==> config.mk <==
export PLATFORM = sky130hd
export DESIGN_NAME = rca_serial_adder
export DESIGN_NICKNAME = d
export VERILOG_FILES = /design/src/rtl/rca_serial_adder.sv
export SDC_FILE = /design/constraint.sdc
export NUM_CORES = 1
export LEC_CHECK = 0
export ABC_CLOCK_PERIOD_IN_PS = 5300
export CORE_AREA = 8 8 91 93
export DETAILED_ROUTE_END_ITERATION = 8
export DIE_AREA = 0 0 99 101
export PLACE_DENSITY = 0.75
export SYNTH_ARGS = -nofsm -noshare
export SYNTH_HDL_FRONTEND = slang
export SYNTH_SLANG_ARGS = --single-unit
==> constraint.sdc <==
create_clock -name clk -period 5.3 [get_ports clk]
set_input_delay 1.59 -clock clk [delete_from_list [all_inputs] [get_ports clk]]
set_output_delay 1.59 -clock clk [all_outputs]
set_load 0.02 [all_outputs]
==> src/rtl/rca_serial_adder.sv <==
// rca_serial_adder: multi-cycle WIDTH-bit unsigned adder that runs one 4-bit
// ripple-carry slice per cycle (LSB nibble first) and holds the slice carry in a
// register between cycles. One operation in flight; valid/ready on both sides.
//
// Ports:
//   clk        clock, rising edge
//   rst_n      asynchronous active-low reset
//   in_valid   operand request valid
//   in_ready   operands accepted this cycle if in_valid (high only in IDLE)
//   a, b, cin  operands, sampled on in_valid && in_ready
//   out_valid  registered result valid (high only in DONE)
//   out_ready  consumer accepts result
//   sum, cout  registered result {cout,sum} = a + b + cin

// 4-bit ripple-carry slice.
module rca4 (
  input  logic [3:0] a,
  input  logic [3:0] b,
  input  logic       cin,
  output logic [3:0] sum,
  output logic       cout
);
  logic [4:0] c;

  always_comb begin
    sum  = '0;
    c    = '0;
    c[0] = cin;
    for (int i = 0; i < 4; i++) begin
      sum[i]   = a[i] ^ b[i] ^ c[i];
      c[i+1]   = (a[i] & b[i]) | (c[i] & (a[i] ^ b[i]));
    end
    cout = c[4];
  end
endmodule

module rca_serial_adder #(
  parameter int unsigned WIDTH = 16
) (
  input  logic             clk,
  input  logic             rst_n,
  input  logic             in_valid,
  output logic             in_ready,
  input  logic [WIDTH-1:0] a,
  input  logic [WIDTH-1:0] b,
  input  logic             cin,
  output logic             out_valid,
  input  logic             out_ready,
  output logic [WIDTH-1:0] sum,
  output logic             cout
);
  localparam int unsigned NSLICE = WIDTH / 4;
  localparam int unsigned CW     = (NSLICE > 1) ? $clog2(NSLICE) : 1;

  typedef enum logic [1:0] {
    IDLE = 2'd0,
    RUN  = 2'd1,
    DONE = 2'd2
  } state_t;

  state_t           state;
  logic [CW-1:0]    cnt;
  logic             carry;
  logic [WIDTH-1:0] a_reg;
  logic [WIDTH-1:0] b_reg;
  logic [WIDTH-1:0] acc;

  logic [3:0]       slice_sum;
  logic             slice_cout;
  logic [WIDTH+3:0] acc_cat;
  logic [WIDTH-1:0] acc_next;

  rca4 u_slice (
    .a    (a_reg[3:0]),
    .b    (b_reg[3:0]),
    .cin  (carry),
    .sum  (slice_sum),
    .cout (slice_cout)
  );

  // New slice result enters at the top; after NSLICE shifts the LSB nibble lands at bit 0.
  assign acc_cat  = {slice_sum, acc};
  assign acc_next = acc_cat[WIDTH+3:4];

  assign in_ready = (state == IDLE);

  // Control FSM plus datapath registers.
  always_ff @(posedge clk or negedge rst_n) begin
    if (!rst_n) begin
      state     <= IDLE;
      cnt       <= '0;
      carry     <= 1'b0;
      a_reg     <= '0;
      b_reg     <= '0;
      acc       <= '0;
      sum       <= '0;
      cout      <= 1'b0;
      out_valid <= 1'b0;
    end else begin
      case (state)
        IDLE: begin
          if (in_valid) begin
            a_reg <= a;
            b_reg <= b;
            carry <= cin;
            cnt   <= '0;
            state <= RUN;
          end
        end
        RUN: begin
          a_reg <= a_reg >> 4;
          b_reg <= b_reg >> 4;
          acc   <= acc_next;
          carry <= slice_cout;
          cnt   <= cnt + CW'(1);
          if (cnt == CW'(NSLICE - 1)) begin
            sum       <= acc_next;
            cout      <= slice_cout;
            out_valid <= 1'b1;
            state     <= DONE;
          end
        end
        DONE: begin
          if (out_ready) begin
            out_valid <= 1'b0;
            state     <= IDLE;
          end
        end
        default: begin
          out_valid <= 1'b0;
          state     <= IDLE;
        end
      endcase
    end
  end
endmodule

==> results.md <==
- Power per Cell Area: 614 nW/um^2
- Vias post-DR: 2284
- Final Util: 0.530
- Non-Filler Instances: 413
- Critical path startpoint: state[1]
- Max VDD drop: 237 uV
- DIE WIDTH: 99 um
- H-Tree Depth: 3
- Residual DRC count: 0
- Post-CTS resize count: 0
- Status: finished clean
- Postcts setup bufs: 0
- Synth cell types: 27
- Worst-Skew Late Latency: 0.34 ns
- RSZ-0062 raised after global routing: false
- Worst path required time: 3.71 ns
- Reg-to-Reg Start: carry
- Clock power share: 0.163
- GP Congestion: 0.848
- Setup crit start kind: flop
- FF+latch count, synth: 67
- Share of cells above drive strength 1: 0.103
- Gate power share: 0.425
- Slew at the pin closest to its max-slew limit: 0.937 ns
- Crit-path max FO: 20
- CTS tree: done
- Sequential power share: 0.412
- Max Cap Violations: 0
- Antenna diode count: 0
- Switching Share: 0.396
- Clock Tree Root: clkbuf_8
- Clock Pin Slew Worst Setup and Hold Paths: 0.07 ns
- Critical path class: flop to primary output
- Count leader, synth: dfrtp_1
- Post-Syn Area: 2970 um^2
- Clk_skew: 0.0104 ns
- Top cell type's share of synthesized area: 0.565
- CP max stage delay: 0.66 ns
- Ys flop type: dfrtp_1
- Fillers: 622
- WL final: 6680 um
- Total Neg Setup Slack: 0 ns
- Seq/Total Area, Yosys: 0.565
- Worst slew margin: 0.375
- Synth cell count leaders: 67 x dfrtp_1, 45 x nand2_1, 25 x o21ai_0
- Post-layout min period: 3.48 ns
- NetSw: 0.894 mW
- Cell accounting for the most synthesized area: dfrtp_1
- Mean Syn Cell Area: 10.6 um^2
- Nets: 369
- Die height: 101 um
- Area Growth Syn to Fin: 24.0%
- Delay-heaviest family, CP: buffers and inverters
- IO Pins: 56
- Tcrit/Tclk final: 0.656
- Fmax achieved: 0.288 GHz
- Rows: 31
- Final HPWL DP: 4540 um
- Highest-delay cell along the critical path: clkdlybuf4s50_1
- CTS buffer count: 9
- CP endpoint kind: primary output
- CTS hold repair buffers: 0
- First-pass GRT wire length: 11200 um
- Design area: 3680 um^2
- Leakage: 1.59 nW
- Initial Util: 0.427
- Core area: 6940 um^2
- Max Buffers Root-to-Sink: 2
- Number of antenna violations at the first check in global routing: 0
- Tot GR Track Use: 0.143
- Drt wl/cell: 16.2 um
- Placed cells: 398
- Final Setup Violations: 0
- Die area: 10000 um^2
- Routed Antenna Nets: 0
- P_int: 1.36 mW
- Post-route total power: 2.26 mW
- Max-slew violations: 0
- Clock Sinks: 67
- HP Class: flop to flop
- Largest net degree at the start of global routing: 47
- Syn Nets: 322
- Crit-path cells: nor2_1, clkdlybuf4s50_1
- Top post-synthesis cells by area: dfrtp_1 57%, nand2_1 5.7%, o32ai_1 5.3%
- Grt ovf: 0
- Number of synthesized flops with an enable pin: 0
- Mapped Cells: 280
- Port bufs: 55
- Vias in the first global route: 2274
- WP data arrival: 1.89 ns
- Iter 0 DRT Violations: 121
- Hold wc startpoint: acc[5]
- Initial DRT Pass Iterations: 4
- CP Buf/Inv Count: 1
- Post-synth ARST share: 1.00
- Hold Vio Cnt, Final: 0
- Via-to-Cell Ratio: 5.53
- Warnings, synthesis: 0
- Cell Area, Placed: 3510 um^2
==> worst min-delay path, cell delays in order (launching register included) <==
cell	delay [ns]
dfrtp_1	0.34
nand2_1	0.05
nand2_1	0.05
==> kinds of logic after synthesis <==
logic type,after synthesis,share of synthesized area
compound gates,71,0.158
fa+ha+maj,5,0.0312
buf+inv,32,0.0557
flops,67,0.565
mux,14,0.0532
simple gates,91,0.136
==> final timing paths <==
| kind | depth (start not counted) | slack, ns | to |
|---|---|---|---|
| max in group asynchronous | 2 | 3.03 | acc[7] |
| setup reg to reg | 8 | 3.07 | sum[15] |
| min in group asynchronous | 1 | 1.40 | sum[4] |
| hold reg to reg | 2 | 0.48 | acc[5] |
| hold / removal | 2 | 0.48 | acc[5] |
| setup / recovery | 2 | 1.82 | in_ready |
==> metrics by stage <==
step	setup WS [ns]	hold WS [ns]
6_report	1.82	0.477
5_1_grt	1.71	0.526
4_1_cts	1.80	0.480
3_5_place_dp	1.69	0.462
3_3_place_gp	1.79	0.456
2_1_floorplan	2.85	0.442
==> placed cells by master (no fill, tap or decap) <==
cell type	instances
a21oi_1	2
inv_1	10
nor2_1	20
clkinvlp_4	3
buf_2	1
buf_4	3
a221oi_1	1
o31ai_1	1
nor2_2	1
clkdlybuf4s50_1	54
clkinv_2	1
nor3_1	15
o221a_2	1
clkbuf_1	1
nor2b_1	2
or2_1	1
clkbuf_8	10
mux2_2	13
fa_1	4
nand3b_4	1
o21ai_0	25
nand2_1	45
o221a_1	1
o32ai_1	18
ha_1	1
o22ai_1	22
mux2_1	1
dfrtp_1	67
nand3b_1	2
nand2b_1	4
==> per-layer routing <==
layer  up-vias  GRT usage  routed length (um)
li1       1084          -                   -
met1      1101      0.196                3120
met2        85      0.197                2970
met3        14     0.0407                 432
met4         0     0.0803                 152
met5         -          0                   0
==> power groups by stage <==
stage	combinational (mW)	clock (mW)	sequential [mW]
finish	0.959	0.367	0.931
CTS	0.973	0.377	0.930
global route	1.08	0.404	0.963
detailed placement	0.970	0	0.940
floorplan	0.638	0	0.960
global placement	0.940	0	0.930
==> area by class of cell <==
| class | instances | area, um^2 | area share |
|---|---|---|---|
| repair buffers | 58 | 568 | 0.154 |
| multi-input cells | 181 | 1120 | 0.306 |
| inverters | 10 | 37.5 | 0.0102 |
| clock inverters | 4 | 27.5 | 0.00749 |
| clock buffers | 11 | 141 | 0.0384 |
| flip-flops and latches | 67 | 1680 | 0.456 |
| well taps | 82 | 103 | 0.0279 |
Note: power is estimated with default switching activity, not from simulation.
